### src/rtl/apb_i2c_pkg.sv
// Shared types and constants for the APB master that fronts the APB-to-I2C bridge.
package apb_i2c_pkg;

  localparam int unsigned N_REQ  = 2;
  localparam int unsigned ADDR_W = 32;
  localparam int unsigned DATA_W = 32;

  typedef enum logic [1:0] {
    IDLE   = 2'd0,
    SETUP  = 2'd1,
    ACCESS = 2'd2,
    DONE   = 2'd3
  } state_e;

  localparam logic [ADDR_W-1:0] ADDR_TX  = 32'd0;
  localparam logic [ADDR_W-1:0] ADDR_RX  = 32'd4;
  localparam logic [ADDR_W-1:0] ADDR_CFG = 32'd8;
  localparam logic [ADDR_W-1:0] ADDR_TMO = 32'd12;

  // Command captured from the winning requester; drives PWRITE/PADDR/PWDATA.
  typedef struct packed {
    logic              wr;
    logic [ADDR_W-1:0] addr;
    logic [DATA_W-1:0] wdata;
  } apb_cmd_t;

  function automatic logic addr_legal(input logic [ADDR_W-1:0] addr);
    return (addr == ADDR_TX) || (addr == ADDR_RX) ||
           (addr == ADDR_CFG) || (addr == ADDR_TMO);
  endfunction

endpackage

### src/rtl/apb_i2c_master_arb_if.sv
// Requester-side handshake plus APB master bus of the arbitrating APB master.
interface apb_i2c_master_arb_if;
  import apb_i2c_pkg::*;

  logic [N_REQ-1:0]        REQ;
  logic [N_REQ-1:0]        WR;
  logic [N_REQ*ADDR_W-1:0] ADDR;
  logic [N_REQ*DATA_W-1:0] WDATA;
  logic [N_REQ-1:0]        ACK;
  logic [DATA_W-1:0]       RDATA;
  logic                    ERR;
  logic                    BUSY;

  logic                    PSELx;
  logic                    PENABLE;
  logic                    PWRITE;
  logic [ADDR_W-1:0]       PADDR;
  logic [DATA_W-1:0]       PWDATA;
  logic [DATA_W-1:0]       PRDATA;
  logic                    PREADY;
  logic                    PSLVERR;

  modport master (
    input  REQ, WR, ADDR, WDATA, PRDATA, PREADY, PSLVERR,
    output ACK, RDATA, ERR, BUSY, PSELx, PENABLE, PWRITE, PADDR, PWDATA
  );

  modport slave (
    output REQ, WR, ADDR, WDATA, PRDATA, PREADY, PSLVERR,
    input  ACK, RDATA, ERR, BUSY, PSELx, PENABLE, PWRITE, PADDR, PWDATA
  );

endinterface

### src/rtl/apb_rr_arb.sv
// Two-way round-robin arbiter; the pointer moves past the winner on each grant strobe.
module apb_rr_arb (
  input  logic       clk_i,
  input  logic       rst_i,
  input  logic [1:0] req_i,
  input  logic       upd_i,
  output logic       gnt_idx_c_o
);

  logic ptr_q, ptr_d;

  // Pointer holder wins ties; otherwise the only requester present wins.
  always_comb begin
    gnt_idx_c_o = ptr_q;
    if (!req_i[ptr_q]) begin
      gnt_idx_c_o = ~ptr_q;
    end
  end

  always_comb begin
    ptr_d = ptr_q;
    if (upd_i) begin
      ptr_d = ~gnt_idx_c_o;
    end
  end

  always_ff @(posedge clk_i) begin
    if (rst_i) begin
      ptr_q <= 1'b0;
    end else begin
      ptr_q <= ptr_d;
    end
  end

endmodule

### src/rtl/apb_i2c_master_arb.sv
// Round-robin two-requester APB master with bounded PREADY wait, feeding the I2C bridge.
module apb_i2c_master_arb
  import apb_i2c_pkg::*;
#(
  parameter int unsigned TIMEOUT = 16
) (
  input  logic                  PCLK,
  input  logic                  PRESET,
  apb_i2c_master_arb_if.master  bus
);

  localparam int unsigned TMO_W = $clog2(TIMEOUT + 1);

  state_e            state_q, state_d;
  logic [TMO_W-1:0]  tmo_q, tmo_d;
  logic              gnt_q, gnt_d;
  apb_cmd_t          cmd_q, cmd_d;
  logic [N_REQ-1:0]  ack_q, ack_d;
  logic [DATA_W-1:0] rdata_q, rdata_d;
  logic              err_q, err_d;
  logic              busy_q, busy_d;
  logic              psel_q, psel_d;
  logic              penable_q, penable_d;

  logic              gnt_idx_c;
  logic              grant_stb_c;
  apb_cmd_t          cmd_c;

  apb_rr_arb u_arb (
    .clk_i       (PCLK),
    .rst_i       (PRESET),
    .req_i       (bus.REQ),
    .upd_i       (grant_stb_c),
    .gnt_idx_c_o (gnt_idx_c)
  );

  // Select the winning requester's command fields.
  always_comb begin
    if (gnt_idx_c) begin
      cmd_c = '{wr:    bus.WR[1],
                addr:  bus.ADDR[ADDR_W +: ADDR_W],
                wdata: bus.WDATA[DATA_W +: DATA_W]};
    end else begin
      cmd_c = '{wr:    bus.WR[0],
                addr:  bus.ADDR[0 +: ADDR_W],
                wdata: bus.WDATA[0 +: DATA_W]};
    end
  end

  always_comb begin
    state_d     = state_q;
    tmo_d       = tmo_q;
    gnt_d       = gnt_q;
    cmd_d       = cmd_q;
    ack_d       = '0;
    rdata_d     = rdata_q;
    err_d       = err_q;
    grant_stb_c = 1'b0;

    case (state_q)
      IDLE: begin
        if (|bus.REQ) begin
          grant_stb_c = 1'b1;
          gnt_d       = gnt_idx_c;
          cmd_d       = cmd_c;
          if (addr_legal(cmd_c.addr)) begin
            state_d = SETUP;
            tmo_d   = '0;
          end else begin
            // Illegal address completes without touching the bus.
            state_d          = DONE;
            ack_d[gnt_idx_c] = 1'b1;
            rdata_d          = '0;
            err_d            = 1'b1;
          end
        end
      end
      SETUP: begin
        state_d = ACCESS;
      end
      ACCESS: begin
        if (bus.PREADY) begin
          state_d      = DONE;
          ack_d[gnt_q] = 1'b1;
          rdata_d      = cmd_q.wr ? '0 : bus.PRDATA;
          err_d        = bus.PSLVERR;
        end else if (tmo_q == TMO_W'(TIMEOUT - 1)) begin
          state_d      = DONE;
          ack_d[gnt_q] = 1'b1;
          rdata_d      = '0;
          err_d        = 1'b1;
        end else begin
          tmo_d = tmo_q + TMO_W'(1);
        end
      end
      DONE: begin
        state_d = IDLE;
      end
      default: begin
        state_d = IDLE;
      end
    endcase

    // Bus strobes are registered copies of the decoded next state.
    busy_d    = (state_d != IDLE);
    psel_d    = (state_d == SETUP) || (state_d == ACCESS);
    penable_d = (state_d == ACCESS);
  end

  always_ff @(posedge PCLK) begin
    if (PRESET) begin
      state_q   <= IDLE;
      tmo_q     <= '0;
      gnt_q     <= 1'b0;
      cmd_q     <= '0;
      ack_q     <= '0;
      rdata_q   <= '0;
      err_q     <= 1'b0;
      busy_q    <= 1'b0;
      psel_q    <= 1'b0;
      penable_q <= 1'b0;
    end else begin
      state_q   <= state_d;
      tmo_q     <= tmo_d;
      gnt_q     <= gnt_d;
      cmd_q     <= cmd_d;
      ack_q     <= ack_d;
      rdata_q   <= rdata_d;
      err_q     <= err_d;
      busy_q    <= busy_d;
      psel_q    <= psel_d;
      penable_q <= penable_d;
    end
  end

  assign bus.ACK     = ack_q;
  assign bus.RDATA   = rdata_q;
  assign bus.ERR     = err_q;
  assign bus.BUSY    = busy_q;
  assign bus.PSELx   = psel_q;
  assign bus.PENABLE = penable_q;
  assign bus.PWRITE  = cmd_q.wr;
  assign bus.PADDR   = cmd_q.addr;
  assign bus.PWDATA  = cmd_q.wdata;

endmodule

### src/flat_wrapper.sv
// flat-port wrapper written by rule: the top's interface ports become plain ports
module apb_i2c_master_arb_flat import apb_i2c_pkg::*;
#(
  parameter int unsigned TIMEOUT = 16
)
  (PCLK, PRESET, bus_REQ, bus_WR, bus_ADDR, bus_WDATA, bus_PRDATA, bus_PREADY, bus_PSLVERR, bus_ACK, bus_RDATA, bus_ERR, bus_BUSY, bus_PSELx, bus_PENABLE, bus_PWRITE, bus_PADDR, bus_PWDATA);
  apb_i2c_master_arb_if bus_i ();
  input  logic PCLK;
  input  logic PRESET;
  input wire logic [$bits(bus_i.REQ)-1:0] bus_REQ;
  input wire logic [$bits(bus_i.WR)-1:0] bus_WR;
  input wire logic [$bits(bus_i.ADDR)-1:0] bus_ADDR;
  input wire logic [$bits(bus_i.WDATA)-1:0] bus_WDATA;
  input wire logic [$bits(bus_i.PRDATA)-1:0] bus_PRDATA;
  input wire logic [$bits(bus_i.PREADY)-1:0] bus_PREADY;
  input wire logic [$bits(bus_i.PSLVERR)-1:0] bus_PSLVERR;
  output wire logic [$bits(bus_i.ACK)-1:0] bus_ACK;
  output wire logic [$bits(bus_i.RDATA)-1:0] bus_RDATA;
  output wire logic [$bits(bus_i.ERR)-1:0] bus_ERR;
  output wire logic [$bits(bus_i.BUSY)-1:0] bus_BUSY;
  output wire logic [$bits(bus_i.PSELx)-1:0] bus_PSELx;
  output wire logic [$bits(bus_i.PENABLE)-1:0] bus_PENABLE;
  output wire logic [$bits(bus_i.PWRITE)-1:0] bus_PWRITE;
  output wire logic [$bits(bus_i.PADDR)-1:0] bus_PADDR;
  output wire logic [$bits(bus_i.PWDATA)-1:0] bus_PWDATA;
  assign bus_i.REQ = bus_REQ;
  assign bus_i.WR = bus_WR;
  assign bus_i.ADDR = bus_ADDR;
  assign bus_i.WDATA = bus_WDATA;
  assign bus_i.PRDATA = bus_PRDATA;
  assign bus_i.PREADY = bus_PREADY;
  assign bus_i.PSLVERR = bus_PSLVERR;
  assign bus_ACK = bus_i.ACK;
  assign bus_RDATA = bus_i.RDATA;
  assign bus_ERR = bus_i.ERR;
  assign bus_BUSY = bus_i.BUSY;
  assign bus_PSELx = bus_i.PSELx;
  assign bus_PENABLE = bus_i.PENABLE;
  assign bus_PWRITE = bus_i.PWRITE;
  assign bus_PADDR = bus_i.PADDR;
  assign bus_PWDATA = bus_i.PWDATA;
  apb_i2c_master_arb #(.TIMEOUT(TIMEOUT)) u_core (.PCLK(PCLK), .PRESET(PRESET), .bus(bus_i));
endmodule
### config.mk
export PLATFORM = sky130hd
export DESIGN_NAME = apb_i2c_master_arb_flat
export DESIGN_NICKNAME = d
export VERILOG_FILES = /design/src/rtl/apb_i2c_pkg.sv /design/src/rtl/apb_i2c_master_arb_if.sv /design/src/rtl/apb_rr_arb.sv /design/src/rtl/apb_i2c_master_arb.sv /design/src/flat_wrapper.sv
export SDC_FILE = /design/constraint.sdc
export NUM_CORES = 1
export LEC_CHECK = 0
export ABC_AREA = 1
export BUFFER_PORTS_ARGS = -buffer_cell sky130_fd_sc_hd__clkbuf_2
export CAP_MARGIN = 20
export CORE_MARGIN = 5
export CORE_UTILIZATION = 35
export CTS_CLUSTER_SIZE = 20
export DETAILED_ROUTE_END_ITERATION = 8
export GPL_ROUTABILITY_DRIVEN = 0
export SYNTH_ARGS = -nofsm -noshare
export SYNTH_HDL_FRONTEND = slang
export SYNTH_SLANG_ARGS = --single-unit
export TNS_END_PERCENT = 10
### constraint.sdc
create_clock -name PCLK -period 5.48 [get_ports PCLK]
set_clock_uncertainty 0.05 [all_clocks]
set_input_delay 1.096 -clock PCLK [delete_from_list [all_inputs] [get_ports PCLK]]
set_output_delay 1.096 -clock PCLK [all_outputs]
set_load 0.005 [all_outputs]
==> results of run 1 <==
per-stage QoR:
| stage | cell area (um2) | setup slack [ns] | utilization |
|---|---|---|---|
| 2_1_floorplan | 5630 | 2.81 | - |
| 3_3_place_gp | 7060 | 1.66 | 0.446 |
| 3_5_place_dp | 7080 | 1.64 | 0.447 |
| 4_1_cts | 7390 | 2.02 | 0.467 |
| 5_1_grt | 7410 | 1.73 | 0.468 |
| 6_report | 7410 | 2.07 | 0.468 |
power by group:
part           total (mW)  internal, mW  leakage [nW]  switching (mW)
clock network       0.696         0.364         0.145           0.332
registers            1.17          1.04         0.925           0.126
logic                1.29         0.497          3.08           0.795
layout make-up:
| cell class | instances | share of cell area |
|---|---|---|
| Tap cell | 216 | 0.0365 |
| Multi-Input combinational cell | 564 | 0.349 |
| Sequential cell | 112 | 0.303 |
| Clock inverter | 7 | 0.0111 |
| Clock buffer | 9 | 0.0304 |
| Inverter | 155 | 0.0785 |
| Timing Repair Buffer | 276 | 0.191 |
registers in the layout (all words and copies together) (netlist names):
| signal | count |
|---|---|
| u_core.tmo_q | 5 |
| u_core.u_arb.ptr_q | 1 |
| u_core.bus.PWDATA | 32 |
| u_core.bus.PENABLE | 1 |
| u_core.bus.ERR | 1 |
| u_core.bus.PWRITE | 1 |
| u_core.gnt_q | 1 |
| u_core.bus.PADDR | 32 |
| u_core.state_q | 2 |
| u_core.bus.BUSY | 1 |
| u_core.bus.ACK | 2 |
| u_core.bus.PSELx | 1 |
| u_core.bus.RDATA | 32 |
layout by cell type, fill, tap and decap left out, drive strengths merged, types with 2 or more instances in the layout:
| master | n |
|---|---|
| nor3 | 2 |
| nand2 | 333 |
| inv | 157 |
| clkinvlp | 2 |
| o211ai | 24 |
| buf | 6 |
| nand3b | 7 |
| clkinv | 2 |
| o21ai | 8 |
| ha | 6 |
| clkbuf | 279 |
| dfxtp | 112 |
| nand4 | 30 |
| a31oi | 35 |
| nor2 | 86 |
| a211oi | 2 |
| nand3 | 23 |
| a21oi | 6 |
worst reg2reg max path, cell delays in order (launching register included):
cell and delay, ns:
dfxtp_1 0.41, nand2_2 0.22, nand2_4 0.30, nand2_1 0.09, nand2_1 0.11, nand2_1 0.07, nor2_1 0.10, nand2_1 0.09
nor2_2 0.14, nand3_2 0.53, nand3_4 0.57, nand2_1 0.11, inv_1 0.07, nor2_1 0.04
kinds of logic after synthesis:
family,share of synthesized area
fa+ha+maj,0.0133
xor+xnor,0.00156
flops,0.398
compound gates,0.0874
buf+inv,0.144
simple gates,0.355
worst max path at each step:
stage               startpoint                                end  slack, ns  depth (start not counted)
global placement    bus_REQ[1]  u_core.bus.RDATA[20]$_SDFFE_PP0P_       1.66                         14
global route        bus_REQ[1]  u_core.bus.RDATA[10]$_SDFFE_PP0P_       1.73                         14
floorplan           bus_REQ[1]        u_core.bus.PSELx$_SDFF_PP0_       2.81                         17
finish              bus_REQ[1]   u_core.bus.RDATA[6]$_SDFFE_PP0P_       2.07                         14
CTS                 bus_REQ[1]   u_core.bus.RDATA[6]$_SDFFE_PP0P_       2.02                         14
detailed placement  bus_REQ[1]   u_core.bus.RDATA[7]$_SDFFE_PP0P_       1.64                         14
routing by layer:
layer  global-route usage  up-vias  routed length, um
met5                    0        -                  0
met4               0.0676        0                364
met3               0.0485       21               1520
met2                0.308      212               8150
met1                0.234     2643               7780
li1                     -     3170                  -
==> impl_results.md, run 1 <==
- Clock Sinks: between 100 and 150
- Synth warn: 0
- Wirelength, routed: roughly 18 mm
- Cell accounting for the most synthesized area: dfxtp_1
- Nets: around 1.3k
- Clk root buf: clkbuf_16
- Total grt overflow: 0
- Post-synthesis register bit count: approximately 110
- Status: finished, final reports clean
- Mapped Nets: about 1.1k
- Slew @ Worst Pin: 1.10 ns
- Post-DR vias/cell: 4.52
- P_leak: 4.15 nW
- CP top delay family: simple AND/OR/NAND/NOR gates
- Row count: 46
- Most frequent cell after synthesis: nand2_1
- Die Y: around 140 um
- Tot Pwr: 3.15 mW
- Number of top-level pins: 271
- RSZ-0062 raised after global routing: false
- Hold WS: approximately 0.42 ns
- Via count: roughly 6.0k
- FF-to-FF Start: u_core.u_arb.ptr_q$_SDFFE_PP0P_
- Total Die Area: 0.0187 mm2
- Syn Inst Count: between 800 and 900
- Worst Hold Path EP: u_core.tmo_q[4]$_SDFFE_PP0P_
- H-tree depth: 3
- Post-synthesis cell type count: 28
- Maximum VDD drop: 0.252 mV
- Initial antenna violation count: 0
- Reg-to-reg endpoint: u_core.bus.RDATA[6]$_SDFFE_PP0P_
- Min Clock Period, post-route: 3.41 ns
- Die W: approximately 140 um
- Max Slew Vio Count: 0
- Port Buffers: 270
- Max-cap violations: 0
- FF/Latch Area: about 0.0022 mm2
- Effective utilization at floorplan: 0.355
- Post-synth EDFFs: 0
- Type of the worst min-delay path: reg -> reg
- Final Hold Fails: 0
- Pin count of the biggest net entering global routing: 61
- Async S/R FF share, synth: 0
- Filler cells: 1684
- Gr usage total: 0.186
- Buf+Inv Stages, Crit Path: 2
- Final ANT Viol Nets: 0
- Area Growth Syn to Fin: 31.6%
- Top cells by count, synth: 325 x nand2_1, 150 x inv_1, 112 x dfxtp_1, 85 x nor2_1, 35 x a31oi_1
- First-pass GRT wire length: 27.5 mm
- Diode count: 0
- Register area share after synthesis: 0.398
- TritonCTS Buffers: 9
- Vias in the first global route: ~5.6k
- Slew headroom: 0.265
- Routed WL per cell: 13.3 um
- CP Capture Type: register
- Required time of the critical path: 5.68 ns
- Cell repeated most along the worst path: nand2_1
- Hold path startpoint: u_core.tmo_q[4]$_SDFFE_PP0P_
- Setup TNS: 0 ns
- Crit share post-route: 0.623
- CTS tree: done
- Hpwl dp: between 10 and 15 mm
- Setup Buffers After CTS: 0
- Multi-input gate area: between 0.002 and 0.003 mm2
- Initial drt markers: between 200 and 300
- Crit path kind: in -> reg
- Top cells by area, synth: dfxtp_1 40%, nand2_1 22%, inv_1 10%
- Clock transition at path regs: approximately 0.080 ns
- Crit path max-delay cell type: nand3_4
- Max FO, Critical Path: 36
- Cts hold-fix bufs: 0
- Most common flop cell mapped by yosys: dfxtp_1
- Delay of the slowest critical-path stage: about 0.56 ns
- Clock buffer depth: 2
- Pre-Repair DR Iteration Count: 4
- Residual DRC: 0
- Power Dens Cells: ~430 mW/mm2
- Placed insts: roughly 1.3k
- CP Data Arrival Time: 3.61 ns
- Post-CTS Resized: 0
- Core Area: around 0.016 mm2
- Post-Syn Area per Cell: 6.40 um2
- Post-synth top area share: 0.398
- Layout cells sized above 1: 0.276
- Finished Layout Cells: 1339
- R2r worst-path depth: 13
- Final setup vio count: 0
- Worst reg2reg setup slack: 2.49 ns
- Synthesized area: ~0.0056 mm2
- Clk_lat worst skew: 0.35 ns
- Fmax: roughly 0.29 GHz
- CP Launch Type: primary input
- Worst hold path depth: 2
- Crit-path cells: clkbuf_2 > nand2_2 > nand2_4 > nand2_1 > nand2_1 > nand2_1 > nor2_1 > nand2_1 > nor2_2 > nand3_2 > nand3_4 > nand2_1 > inv_1 > nor2_1
(Power assumes the default switching activity.)
==> run 2, diff against run 1 <==
--- a/config.mk
+++ b/config.mk
@@ -5,7 +5,7 @@
 export SDC_FILE = /design/constraint.sdc
 export NUM_CORES = 1
 export LEC_CHECK = 0
-export ABC_AREA = 1
+export ABC_AREA = 0
 export BUFFER_PORTS_ARGS = -buffer_cell sky130_fd_sc_hd__clkbuf_2
 export CAP_MARGIN = 20
 export CORE_MARGIN = 5
@@ -13,6 +13,7 @@
 export CTS_CLUSTER_SIZE = 20
 export DETAILED_ROUTE_END_ITERATION = 8
 export GPL_ROUTABILITY_DRIVEN = 0
+export PLACE_DENSITY = 0.67
 export SYNTH_ARGS = -nofsm -noshare
 export SYNTH_HDL_FRONTEND = slang
 export SYNTH_SLANG_ARGS = --single-unit
==> constraint.sdc (replaced) <==
create_clock -name PCLK -period 2.85 [get_ports PCLK]
set_clock_uncertainty 0.05 [all_clocks]
set_input_delay 0.57 -clock PCLK [delete_from_list [all_inputs] [get_ports PCLK]]
set_output_delay 0.57 -clock PCLK [all_outputs]
set_load 0.005 [all_outputs]
==> impl_results.md, run 2 <==
- Cell accounting for the most synthesized area: dfxtp_1
- Diode count: 0
- Initial drt markers: 125
- CP Launch Type: register
- FF-to-FF Start: u_core.tmo_q[0]$_SDFFE_PP0P_
- Met2 GRT Util: 0.262
- Post-DR vias/cell: 4.75
- Max-cap violations: 0
- CTS tree: done
- Async S/R FF share, synth: 0
- Slew @ Worst Pin: between 0.7 and 0.8 ns
- RSZ-0062 raised after global routing: false
- GRT met1 Usage: 0.212
- Post-synthesis cell type count: 37
- Layer with the highest usage: met2
- Crit path kind: reg -> reg
- Top cells by count, synth: 112 x dfxtp_1, 98 x mux2i_1, 83 x nor2_1, 65 x a211oi_1, 39 x nand2_1
- Final Hold Fails: 0
- GR Util met3: 0.0553
- Post-synthesis register bit count: about 110
- Fmax: 0.428 GHz
- Most common flop cell mapped by yosys: dfxtp_1
- Cts hold-fix bufs: 0
- Most common cell after layout, fill and taps aside: clkbuf_2
- Dpl ws: between 0.3 and 0.4 ns
- Effective utilization at floorplan: 0.355
- Origin of the worst setup path: u_core.tmo_q[0]$_SDFFE_PP0P_
- Most frequent cells in the layout: 269 x clkbuf_2, 112 x dfxtp_1, 98 x mux2i_1
- Min Clock Period, post-route: roughly 2.3 ns
- TritonCTS Buffers: 9
- Mapped Nets: 724
- Final setup margin: slightly above 0.5 ns
- CP Capture Type: register
- Placed insts: slightly below 1k
- Synth warn: 0
- Clock Sinks: ~110
- Register area share after synthesis: 0.437
- Finished Layout Cells: just under 1k
- Most frequent cell after synthesis: dfxtp_1
- First-pass GRT wire length: approximately 23 mm
- Pin count of the biggest net entering global routing: ~130
- Setup TNS: 0 ns
- Max Slew Vio Count: 0
- Clock buffer depth: 2
- Pre-Repair DR Iteration Count: 4
- Via count: between 4k and 5k
- Maximum VDD drop: slightly above 0.5 mV
- Required time of the critical path: about 3 ns
- Post-synth EDFFs: 0
- Clk root buf: clkbuf_16
- Vias in the first global route: between 4k and 5k
- Power Dens Cells: 921 mW/mm2
- Nets: 970
- Hold WS: 0.393 ns
- Setup Buffers After CTS: 0
- Synthesized area: between 0.005 and 0.006 mm2
- Total grt overflow: 0
- Crit share post-route: 0.820
- Hpwl dp: between 10 and 15 mm
- Initial antenna violation count: 0
- Total Die Area: ~0.017 mm2
- CP Data Arrival Time: ~2.5 ns
- Routed WL per cell: 15.0 um
- Hold path startpoint: bus_PRDATA[7]
- Top cells by area, synth: dfxtp_1 44%, mux2i_1 19%, a211oi_1 9.5%
- Post-CTS Resized: 0
- Status: finished, final reports clean
- H-tree depth: 3
- Area Growth Syn to Fin: 35.0%
- Residual DRC: 0
- Wirelength, routed: 14.8 mm
- Post-synth top area share: 0.437
- Tot Pwr: 6.37 mW
- Syn Inst Count: between 500 and 600
- Post-Syn Area per Cell: about 9.3 um2
- Clock transition at path regs: 0.07 ns
- Final setup vio count: 0
- Max FO, Critical Path: 5
- Layout cells sized above 1: 0.373
- Core Area: around 0.014 mm2
- Die Y: between 100 and 150 um
- Type of the worst min-delay path: in -> reg
- Number of top-level pins: between 200 and 300
- P_leak: approximately 3.3 nW
- Port Buffers: 270
- Slew headroom: 0.519
- Final ANT Viol Nets: 0
- Die W: around 130 um
- Clk_lat worst skew: 0.35 ns
- Gr usage total: 0.167
- Row count: between 40 and 50
[run 2: cell types whose count changed after synthesis, moves of 30 or more]
cell | before | now
mux2i_1 | 0 | 98
inv_1 | 150 | 6
nand4_1 | 30 | 0
a211oi_1 | 2 | 65
a31oi_1 | 35 | 1
nand2_1 | 325 | 39
nand2b_1 | 0 | 34
[run 2: layout make-up]
class                      instances  area (um2)
fill                            1414        7510
multi-input combinational        389        2670
sequential                       112        2240
clock buffer                      11         233
clock inverter                     5        81.3
tap                              184         230
timing repair buffer             277        1430
inverter                           7        26.3
[run 2: worst paths after layout]
path / to / slack (ns) / depth (start not counted)
worst max-delay path: u_core.tmo_q[4]$_SDFFE_PP0P_ / 0.51 / 8
worst min-delay path: u_core.bus.RDATA[7]$_SDFFE_PP0P_ / 0.39 / 3
worst max register to register: u_core.tmo_q[4]$_SDFFE_PP0P_ / 0.51 / 8
worst min register to register: u_core.bus.RDATA[20]$_SDFFE_PP0P_ / 0.42 / 2
[run 2: worst max-delay path, cell delays in order, from the launching register on]
cell,delay [ns]
dfxtp_1,0.34
ha_1,0.22
and3_1,0.19
ha_1,0.22
o21ai_0,0.30
nand2_1,0.11
nand4b_1,0.23
nor2b_1,0.24
mux2_1,0.33
[run 2: routing by layer]
| metal | part of all wire | wire, um |
|---|---|---|
| met5 | 0 | 0 |
| met4 | 0.018 | 267 |
| met3 | 0.099 | 1460 |
| met2 | 0.45 | 6690 |
| met1 | 0.43 | 6330 |
[run 2: cells by family after synthesis]
group,count (synthesis),share of synthesized area
AND/OR/NAND/NOR,198,0.182
flip-flops,112,0.437
multiplexers,100,0.196
AO/OA/AOI/OAI,85,0.127
buffers and inverters,49,0.0437
adder cells (fa/ha/maj),6,0.0146
[run 2: power by group]
| part | internal [mW] | switching (mW) | leakage (nW) | total (mW) |
|---|---|---|---|---|
| registers | 2.04 | 0.232 | 0.921 | 2.27 |
| logic | 1.23 | 1.52 | 2.22 | 2.75 |
| clock network | 0.772 | 0.581 | 0.150 | 1.35 |
| total | 4.04 | 2.33 | 3.29 | 6.37 |
[run 2: stage by stage]
step                instance area (um2)   util
floorplan                          5120      -
CTS                                6920  0.480
finish                             6920  0.480
detailed placement                 6600  0.458
global placement                   6600  0.458
global route                       6920  0.480
==> run 3, diff against run 2 <==
--- a/config.mk
+++ b/config.mk
@@ -13,7 +13,6 @@
 export CTS_CLUSTER_SIZE = 20
 export DETAILED_ROUTE_END_ITERATION = 8
 export GPL_ROUTABILITY_DRIVEN = 0
-export PLACE_DENSITY = 0.67
 export SYNTH_ARGS = -nofsm -noshare
 export SYNTH_HDL_FRONTEND = slang
 export SYNTH_SLANG_ARGS = --single-unit
==> constraint.sdc (replaced) <==
create_clock -name PCLK -period 2.2 [get_ports PCLK]
set_clock_uncertainty 0.05 [all_clocks]
set_input_delay 0.44 -clock PCLK [delete_from_list [all_inputs] [get_ports PCLK]]
set_output_delay 0.44 -clock PCLK [all_outputs]
set_load 0.005 [all_outputs]
==> impl_results.md, run 3 (same netlist as run 2, synthesis figures left out) <==
- Status: finished, final reports clean
- Total Die Area: 0.0172 mm2
- Total grt overflow: 0
- TritonCTS Buffers: 9
- Pre-Repair DR Iteration Count: 4
- Die W: 131 um
- Max FO, Critical Path: 4
- Final ANT Viol Nets: 0
- Nets: between 900 and 1k
- Maximum VDD drop: 0.560 mV
- Layout cells sized above 1: 0.396
- RSZ-0062 raised after global routing: true
- Type of the worst min-delay path: in -> reg
- Final setup vio count: 0
- CP Data Arrival Time: roughly 2.3 ns
- Crit path kind: reg -> reg
- Port Buffers: 270
- CP Capture Type: register
- H-tree depth: 3
- Dpl ws: -0.261 ns
- Wirelength, routed: ~15 mm
- Final Hold Fails: 0
- Clock transition at path regs: around 0.07 ns
- Most common cell after layout, fill and taps aside: clkbuf_2
- Number of top-level pins: 271
- P_leak: ~3.4 nW
- Clk root buf: clkbuf_16
- Slew headroom: 0.627
- Slew @ Worst Pin: about 0.56 ns
- Residual DRC: 0
- Die Y: between 100 and 150 um
- Gr usage total: 0.175
- Clock buffer depth: 2
- Switch Pwr: between 3 and 4 mW
- Via count: approximately 5k
- Min Clock Period, post-route: between 2 and 2.5 ns
- Area of placed instances: between 0.006 and 0.007 mm2
- Setup TNS: 0 ns
- Int Power: 5.26 mW
- First-pass GRT wire length: ~24 mm
- Vias in the first global route: 4899
- Area Growth Syn to Fin: 38.7%
- Max Slew Vio Count: 0
- Most frequent cells in the layout: 269 x clkbuf_2, 112 x dfxtp_1, 98 x mux2i_1
- Core Area: 0.0144 mm2
- Pin count of the biggest net entering global routing: roughly 120
- Max-cap violations: 0
- Initial antenna violation count: 0
- Initial drt markers: approximately 120
- Clock Sinks: around 110
- Diode count: 0
- Required time of the critical path: around 2.4 ns
- Crit share post-route: 0.971
- Hpwl dp: 12.3 mm
- Clk_lat worst skew: 0.34 ns
- Sequential cell fraction of total power: 0.354
- Row count: 44
- FF/Latch Area: about 0.0022 mm2
- Fmax: 0.468 GHz
- Multi-input gate area: between 0.002 and 0.003 mm2
- Routed WL per cell: around 15 um
- Final Cell Area: 0.00711 mm2
- Post-DR vias/cell: between 4 and 5
- CP Launch Type: register
- Power Dens Cells: 1180 mW/mm2
- Effective utilization at floorplan: 0.355
- Filler cells: between 1k and 1.5k
- CTS tree: done
- Comb pwr share: 0.445
- Final setup margin: around 0.065 ns
- Cts hold-fix bufs: 0
- Switching share of power: 0.370
- Tot Pwr: approximately 8.4 mW
- Clock power frac: 0.200
run 3: cell count changes in the layout (fill, tap and decap cells not counted), sizes merged:
cell,before,now
clkbuf,280,279
buf,8,31
bufinv,2,1
inv,7,9
run 3: power groups by stage:
stage / sequential, mW / combinational, mW / clock, mW
after floorplan: 3.02 / 2.38 / 0
after global placement: 2.98 / 3.68 / 0
after detailed placement: 3.00 / 3.77 / 0
after CTS: 2.96 / 3.78 / 1.74
after global routing: 3.03 / 4.12 / 1.83
final: 2.96 / 3.72 / 1.67
run 3: metrics by stage:
| stage | cells | utilization | hold slack (ns) |
|---|---|---|---|
| global route | 1008 | 0.493 | 0.257 |
| global placement | 992 | 0.471 | 0.407 |
| finish | 1008 | 0.493 | 0.275 |
| floorplan | 550 | - | 0.415 |
| detailed placement | 992 | 0.471 | 0.417 |
| CTS | 1008 | 0.492 | 0.252 |
run 3: critical path, cell delays in order, from the launching register on:
cell,delay [ns]
dfxtp_1,0.34
ha_1,0.22
and3_1,0.19
ha_1,0.20
buf_4,0.14
nor3_2,0.22
a21oi_1,0.07
o22ai_1,0.20
ha_1,0.26
nor2b_1,0.12
run 3: routing by layer:
metal / global-route usage / up-vias / part of all wire
li1: - / 2485 / -
met1: 0.214 / 2203 / 0.42
met2: 0.286 / 197 / 0.47
met3: 0.0541 / 24 / 0.091
met4: 0.0720 / 0 / 0.023
met5: 0 / - / 0
run 3: area by class of cell:
cell class / count / area share
Clock buffer: 10 / 0.0336
Clock inverter: 6 / 0.00915
Inverter: 7 / 0.00370
Multi-Input combinational cell: 389 / 0.378
Sequential cell: 112 / 0.315
Tap cell: 184 / 0.0324
Timing Repair Buffer: 300 / 0.228
run 3: worst paths after layout:
| check | startpoint | to | slack [ns] | cells past startpoint |
|---|---|---|---|---|
| worst min-delay path | bus_PRDATA[6] | u_core.bus.RDATA[6]$_SDFFE_PP0P_ | 0.27 | 3 |
| worst max-delay path | u_core.tmo_q[0]$_SDFFE_PP0P_ | u_core.bus.PSELx$_SDFF_PP0_ | 0.06 | 9 |
| worst max register to register | u_core.tmo_q[0]$_SDFFE_PP0P_ | u_core.bus.PSELx$_SDFF_PP0_ | 0.06 | 9 |
| worst min register to register | u_core.bus.RDATA[21]$_SDFFE_PP0P_ | u_core.bus.RDATA[21]$_SDFFE_PP0P_ | 0.42 | 2 |
run 3: what timing repair did:
item,in CTS,in global routing
setup endpoints to repair,0,15
gates resized for setup,0,4
setup buffers,0,0
